File: src/rtl/mem_arbiter_pkg.sv
// Shared encodings for the two-requester memory arbiter: FSM states and the
// read-return tag carried down the fixed-latency pipeline.
package mem_arbiter_pkg;

    typedef enum logic [1:0] {
        ST_IDLE = 2'd0,
        ST_OWN0 = 2'd1,
        ST_OWN1 = 2'd2
    } arb_state_t;

    localparam int TAG_DEPTH = 2;
    localparam int CNT_W     = 8;

    typedef struct packed {
        logic valid;
        logic owner;
    } rd_tag_t;

endpackage

File: src/rtl/mem_arbiter.sv
// Two-requester memory arbiter (CPU = 0, monitor/loader = 1) with lock,
// burst-limited rotation and a fixed two-edge read return path.
module mem_arbiter
    import mem_arbiter_pkg::*;
#(
    parameter int addr_width = 9,
    parameter int max_burst  = 8
) (
    input  logic                  clk,
    input  logic                  reset,
    input  logic                  m0_req,
    input  logic                  m0_lock,
    input  logic                  m0_we,
    input  logic [addr_width-1:0] m0_addr,
    input  logic [7:0]            m0_wdata,
    output logic                  m0_gnt,
    output logic                  m0_rvalid,
    input  logic                  m1_req,
    input  logic                  m1_lock,
    input  logic                  m1_we,
    input  logic [addr_width-1:0] m1_addr,
    input  logic [7:0]            m1_wdata,
    output logic                  m1_gnt,
    output logic                  m1_rvalid,
    output logic [7:0]            rdata,
    output logic [addr_width-1:0] mem_addr,
    output logic [7:0]            mem_wdata,
    output logic                  mem_write,
    input  logic [7:0]            mem_rdata
);

    localparam logic [CNT_W-1:0] MAX_BURST = CNT_W'(max_burst);

    arb_state_t            r_state;
    arb_state_t            w_state_next;
    logic [CNT_W-1:0]      r_burst_cnt;
    logic                  r_last_owner;
    logic [addr_width-1:0] r_mem_addr;
    logic [7:0]            r_mem_wdata;
    logic                  r_mem_write;
    rd_tag_t               r_tag [TAG_DEPTH];
    logic                  r_m0_rvalid;
    logic                  r_m1_rvalid;
    logic [7:0]            r_rdata;

    logic                  w_gnt0;
    logic                  w_gnt1;
    logic                  w_acc;
    logic                  w_acc_we;
    logic [addr_width-1:0] w_acc_addr;
    logic [7:0]            w_acc_wdata;
    logic [CNT_W-1:0]      w_cnt_inc;
    logic                  w_burst_done;
    logic                  w_exit;

    assign w_gnt0 = (r_state == ST_OWN0) & m0_req;
    assign w_gnt1 = (r_state == ST_OWN1) & m1_req;
    assign w_acc  = w_gnt0 | w_gnt1;

    assign w_acc_we    = w_gnt1 ? m1_we    : m0_we;
    assign w_acc_addr  = w_gnt1 ? m1_addr  : m0_addr;
    assign w_acc_wdata = w_gnt1 ? m1_wdata : m0_wdata;

    assign w_cnt_inc = (r_burst_cnt == MAX_BURST) ? r_burst_cnt : r_burst_cnt + 1'b1;

    // The limit counts the access accepted on this edge, so rotation lands
    // right after the max_burst-th access rather than one later.
    assign w_burst_done = ((w_acc ? w_cnt_inc : r_burst_cnt) == MAX_BURST);

    always_comb begin
        w_state_next = r_state;
        case (r_state)
            ST_IDLE: begin
                if (m0_req && m1_req)
                    w_state_next = r_last_owner ? ST_OWN0 : ST_OWN1;
                else if (m0_req)
                    w_state_next = ST_OWN0;
                else if (m1_req)
                    w_state_next = ST_OWN1;
            end
            ST_OWN0: begin
                if (!m0_lock && (!m0_req || (w_burst_done && m1_req)))
                    w_state_next = ST_IDLE;
            end
            ST_OWN1: begin
                if (!m1_lock && (!m1_req || (w_burst_done && m0_req)))
                    w_state_next = ST_IDLE;
            end
            default: w_state_next = ST_IDLE;
        endcase
    end

    assign w_exit = (r_state != ST_IDLE) && (w_state_next == ST_IDLE);

    always_ff @(posedge clk or posedge reset) begin
        if (reset) begin
            r_state      <= ST_IDLE;
            r_burst_cnt  <= '0;
            r_last_owner <= 1'b1;
        end else begin
            r_state <= w_state_next;
            if (w_exit) begin
                r_burst_cnt  <= '0;
                r_last_owner <= (r_state == ST_OWN1);
            end else if (w_acc) begin
                r_burst_cnt <= w_cnt_inc;
            end
        end
    end

    always_ff @(posedge clk or posedge reset) begin
        if (reset) begin
            r_mem_addr  <= '0;
            r_mem_wdata <= '0;
            r_mem_write <= 1'b0;
        end else begin
            r_mem_write <= w_acc & w_acc_we;
            if (w_acc) begin
                r_mem_addr  <= w_acc_addr;
                r_mem_wdata <= w_acc_wdata;
            end
        end
    end

    // Tags follow each read so the byte returns to its issuer even after
    // ownership has moved on.
    always_ff @(posedge clk or posedge reset) begin
        if (reset) begin
            for (int i = 0; i < TAG_DEPTH; i++)
                r_tag[i] <= '0;
            r_m0_rvalid <= 1'b0;
            r_m1_rvalid <= 1'b0;
            r_rdata     <= '0;
        end else begin
            r_tag[0].valid <= w_acc & ~w_acc_we;
            r_tag[0].owner <= w_gnt1;
            for (int i = 1; i < TAG_DEPTH; i++)
                r_tag[i] <= r_tag[i-1];
            r_m0_rvalid <= r_tag[TAG_DEPTH-1].valid & ~r_tag[TAG_DEPTH-1].owner;
            r_m1_rvalid <= r_tag[TAG_DEPTH-1].valid &  r_tag[TAG_DEPTH-1].owner;
            if (r_tag[TAG_DEPTH-1].valid)
                r_rdata <= mem_rdata;
        end
    end

    assign m0_gnt    = w_gnt0;
    assign m1_gnt    = w_gnt1;
    assign m0_rvalid = r_m0_rvalid;
    assign m1_rvalid = r_m1_rvalid;
    assign rdata     = r_rdata;
    assign mem_addr  = r_mem_addr;
    assign mem_wdata = r_mem_wdata;
    assign mem_write = r_mem_write;

endmodule

File: config.mk
export PLATFORM = sky130hd
export DESIGN_NAME = mem_arbiter
export DESIGN_NICKNAME = d
export VERILOG_FILES = /design/src/rtl/mem_arbiter_pkg.sv /design/src/rtl/mem_arbiter.sv
export SDC_FILE = /design/constraint.sdc
export NUM_CORES = 1
export LEC_CHECK = 0
export CORE_MARGIN = 2
export CORE_UTILIZATION = 44
export CTS_CLUSTER_DIAMETER = 150
export DETAILED_ROUTE_END_ITERATION = 16
export PLACE_DENSITY = 0.86
export SKIP_CTS_REPAIR_TIMING = 1
export SYNTH_ARGS = -nofsm -noshare
export SYNTH_HDL_FRONTEND = slang
export SYNTH_SLANG_ARGS = --single-unit
File: constraint.sdc
create_clock -name clk -period 2.54 [get_ports clk]
set_input_delay 0.381 -clock clk [delete_from_list [all_inputs] [get_ports clk]]
set_output_delay 0.381 -clock clk [all_outputs]
set_load 0.005 [all_outputs]
**Word level (Yosys, flattened, before mapping)**

Cells that the tools add are included.

- Add/sub/neg operators: 1
- Equality and inequality tests: 4
- Muxes and demuxes: 13
- Bitwise logic cells: 9
- Reductions and logical operators: 15

Operators with widths:

| kind | count |
|---|---|
| 2-to-1 mux 8 bit | 4 |
| equality test 8 x 4 -> 1 bit (second input constant) | 2 |
| 2-to-1 mux 2 bit | 6 |
| 2-to-1 mux 9 bit | 1 |
| adder 8 x 1 -> 8 bit (second input constant) | 1 |
| bitwise AND 1 bit | 6 |
| logical AND 1 bit | 6 |
| case mux 2 bit (3 select lines) | 1 |
| logical NOT 1 bit | 4 |
| logical NOT 2 bit | 2 |
| equality test 2 x 1 -> 1 bit (second input constant) | 1 |
| equality test 2 bit (second input constant) | 1 |
| logical OR 1 bit | 2 |
| NOT 1 bit | 2 |
| nonzero test 2 bit | 1 |
| 2-to-1 mux 1 bit | 1 |
| bitwise OR 1 bit | 1 |

- Flip-flop bits (word level): 43
- Input bits: 50
- Output and inout port bits: 30
- Word-level logic and storage cells: 55

**Depth between registers and ports, before layout**

- Depth after elaboration: 13
- Mapped depth: 8
- Mapped depth without buffers: 8

**Worst setup path before layout**

Ideal clock, no wire load.

- Path kind: reg-to-reg
- Start point: register r_burst_cnt[5]
- End point: register r_last_owner
- Setup time: 0.088 ns
- Data arrival time: 1.891 ns
- Required time: 2.452 ns
- Setup slack: 0.561 ns
- Stages on the path, launching flop included: 7
- Buffers on the path: 0
- Period minus slack after synthesis: 1.979 ns
- Cells stage by stage: dfrtp_1 -> or4_4 -> o22ai_4 -> mux2i_1 -> nand3_2 -> o211a_1 -> a221oi_2

- Word-level cells in the longest chain between the ends: 11
- Elaborated cells between the ends (all ways): 16
- Those cells by class: add/sub: 1; eq/ne: 2; mux: 5; reduce/logical: 8

RTL lines:

| item | RTL line | source |
|---|---|---|
| start, declared | mem_arbiter.sv:36 | `logic [CNT_W-1:0] r_burst_cnt;` |
| start signal, assigned | mem_arbiter.sv:106 | `r_burst_cnt <= w_cnt_inc;` |
| adder 8 x 1 -> 8 bit / equality test 8 x 4 -> 1 bit (equally long branches) | mem_arbiter.sv:64 | `assign w_cnt_inc = (r_burst_cnt == MAX_BURST) ? r_burst_cnt : r_burst_cnt + 1'b1;` |
| 2-to-1 mux 8 bit | mem_arbiter.sv:64 |  |
| 2-to-1 mux 8 bit * | - |  |
| equality test 8 x 4 -> 1 bit * | mem_arbiter.sv:68 | `assign w_burst_done = ((w_acc ? w_cnt_inc : r_burst_cnt) == MAX_BURST);` |
| logical AND 1 bit, on equally long branches | mem_arbiter.sv:86, mem_arbiter.sv:82 |  |
| logical OR 1 bit, on equally long branches | mem_arbiter.sv:86, mem_arbiter.sv:82 |  |
| logical AND 1 bit, on equally long branches | mem_arbiter.sv:86, mem_arbiter.sv:82 |  |
| 2-to-1 mux 2 bit, on equally long branches | mem_arbiter.sv:86, mem_arbiter.sv:82 |  |
| case mux 2 bit (3 select lines) * | mem_arbiter.sv:72 | `case (r_state)` |
| logical NOT 2 bit * | mem_arbiter.sv:93 | `assign w_exit = (r_state != ST_IDLE) && (w_state_next == ST_IDLE);` |
| logical AND 1 bit * | mem_arbiter.sv:93 |  |
| end signal, assigned | mem_arbiter.sv:104 | `r_last_owner <= (r_state == ST_OWN1);` |
| end, declared | mem_arbiter.sv:37 | `logic r_last_owner;` |

Every way passes the cells marked *; elsewhere a longest branch is shown, timed or not.
A chain may end at the register's enable or synchronous reset.

**Final worst setup path**

- Start point: input port m1_req
- End point: output port m1_gnt

- Word-level cells in the longest chain between the ends: 1

RTL lines:

| item | RTL line | source |
|---|---|---|
| start, declared | mem_arbiter.sv:18 | `input logic m1_req,` |
| bitwise AND 1 bit | mem_arbiter.sv:57 | `assign w_gnt1 = (r_state == ST_OWN1) & m1_req;` |
| end, declared | mem_arbiter.sv:23 | `output logic m1_gnt,` |

Every way passes these cells.

==> results.md <==
* Ys async rst share at 100%
* Prevailing post-synth register cell: dfrtp_1
* Final Net Count at 349
* Maxcap violations at 0
* Synthesized area at roughly 0.0021 mm2
* Flop and latch count out of synthesis at 43
* Clock Tree Root: clkbuf_8
* Layout cells sized above 1 at 12.4%
* Yosys cell types at 48
* CP Launch Type: input port
* Pin count of the biggest net entering global routing at 27
* Placer Congestion at 0.893
* Most frequent cells after synthesis: dfrtp_1 (42), nand2_1 (42), nor2_1 (27), a31oi_1 (18), inv_1 (9)
* Dominant cell type by area after synthesis: dfrtp_1
* Post-synth top area share at around half
* Antenna violations before repair at 0
* Largest family of logic cells by synthesized area: simple AND/OR/NAND/NOR gates
* Compound-Gate Fraction of Synth Area at approximately 15%
* Grt total ovfl at 0
* Kind of critical path: input port to output port
* All-Layer GR Usage at around a fifth
* EDFF count, synth at 0
* Adder-cell share of the synthesized area at about 1.2%
* First-pass GRT wire length at 8050 um
* Clock-pin slew on the worst setup and hold paths at around 0.080 ns
* H-tree depth at 2
* Skew final at between 0.003 and 0.004 ns
* Seq/Total Area, Yosys at between 50% and 60%
* DRC at 0
* Gate Count Post-Synth at between 200 and 250
* Cell family with most CP delay: buffers and inverters
* Final setup TNS at 0 ns
* Kind of end point of the critical path: output port
* Dpl cell area at roughly 0.0030 mm2
* Pins Over Slew Limit at 0
* Post-Layout Inst Area at roughly 0.0031 mm2
* Status: finished clean
* Tot Pwr at between 0.003 and 0.004 W
* N_diodes at 0
* CTS Buf Count at 5
* Synthesized net count at approximately 270
* Die area at between 0.005 and 0.006 mm2
* IO Port Bufs at 79
* Critical Path Fanout Max at 9
* Achievable frequency at 0.450 GHz
* CP most frequent cell: clkdlybuf4s50_1
* Die X at approximately 74 um
* Setup-failing EPs final at 0
* Period utilisation layout at between 80 and 90%
* CP max stage cell: clkdlybuf4s50_1
* Post-layout util at around two thirds
* Min Tclk post-route at roughly 2.2 ns
* Min-Delay Path Class: register to register
* Post-synthesis mux area share at 5.15%
* Post-DR wirelength/cell at roughly 14 um
* WP data required at about 2.2 ns
* Core Region at approximately 0.0047 mm2
* Setup WS post-layout at 0.316 ns
* Simple-gate share of the synthesized area at roughly 20%
* Avg Synthesized Cell Area at 10.0 um2
* Row cnt at 25
* Syn. warnings at 0
* Slew Limit Headroom at around 37%
* Vias at 1848
* Num ports at 80
* Die Y at 73.7 um
* DR pass1 iterations at 4
* Post-Synth XOR/XNOR Area at between 2 and 3%
* Drt total wl at 5050 um
* Max VDD drop at about 0.64 mV
* Area Overhead vs Synth at 45.4%
* Post-DP HPWL at roughly 3800 um
* Initial DRC Count at 108
* Worst Tran Pin Value at between 0.9 and 1 ns
* ANT nets after route at 0
* CTS Sinks at between 40 and 50
* Vias/cell at 5.25
* Worst-Skew Late Latency at approximately 0.3 ns
* Final Hold Vio Count at 0
* Filler cells at about 380
* Pre-CTS WS at about 0.16 ns
* Clk buf depth at 2
* WP data arrival at about 1.8 ns
* Cell Chain, Critical Path: clkdlybuf4s50_1 > nand3b_4 > inv_4 > clkdlybuf4s50_1
* Buf/Inv on CP at 3
* Max incr delay on CP at 0.61 ns
* Leakage at between 1 and 1.5 nW
* RSZ-0062 raised after global routing: no
* Power Dens Cells at slightly below 1000 mW/mm2
* Vias in the first global route at approximately 1.9k
* Synth area leaders: dfrtp_1 (49%), nand2_1 (7.4%), a31oi_1 (5.3%)
* TritonCTS clock tree: done
* Initial core utilization at 45.6%
==> registers in the layout (all words and copies together) (netlist names) <==
name	flops
rdata	8
r_tag	4
m0_rvalid	1
mem_addr	9
r_state	2
r_burst_cnt	8
mem_wdata	8
mem_write	1
r_last_owner	1
m1_rvalid	1
==> final timing paths <==
path                                start             end  slack, ns  depth (start not counted)
setup / recovery                   m1_req          m1_gnt       0.32                          4
hold / removal                   r_tag[3]        r_tag[1]       0.36                          0
setup reg to reg           r_burst_cnt[5]    r_last_owner       0.40                          6
hold reg to reg                  r_tag[3]        r_tag[1]       0.36                          0
max in group asynchronous           reset        r_tag[0]       1.46                          3
min in group asynchronous           reset  r_burst_cnt[5]       0.49                          2
==> metrics by stage <==
stage               std cells  hold slack (ns)
finish                    352            0.357
floorplan                 214            0.331
global placement          344            0.334
global route              352            0.373
detailed placement        344            0.340
CTS                       352            0.360
==> report_power, final <==
part / switching (W) / leakage [nW] / internal [W]
logic: 0.000552 / 0.766 / 0.000801
registers: 0.000196 / 0.524 / 0.000964
clock network: 0.000229 / 0.0612 / 0.000318
==> cells by family after synthesis <==
family | count (synthesis)
muxes | 10
xor gates and xnor gates | 7
and+or+nand+nor | 89
adders and majority gates | 2
DFF | 43
AOI/OAI and AO/OA | 41
buffers and inverters | 22
==> layer usage <==
layer | GRT usage, % | part of all wire (%)
met1 | 23.5 | 43
met2 | 32.3 | 48
met3 | 5.21 | 7.0
met4 | 7.88 | 1.6
met5 | 0 | 0
==> layout make-up <==
class	count	area (um2)	share of cell area, %
clock inverters	2	35.0	1.13
clock buffers	6	82.6	2.65
multi-input cells	149	950	30.5
flip-flops and latches	43	1080	34.6
well taps	54	67.6	2.17
inverters	11	48.8	1.57
repair buffers	87	851	27.3
==> cells in the final DEF, fill, tap and decap left out, types with 2 or more instances in the layout <==
master / count
nor2_1: 27
o21ai_0: 2
dfrtp_1: 42
nor3_1: 5
inv_1: 8
ha_1: 2
a31oi_1: 18
clkbuf_8: 6
nor2b_1: 2
nand3b_4: 2
mux2_2: 8
mux2i_1: 2
o22ai_1: 3
clkdlybuf4s50_1: 79
a21oi_1: 3
xor2_1: 3
xnor2_1: 4
buf_4: 8
nand2_1: 42
(Power assumes the default switching activity.)
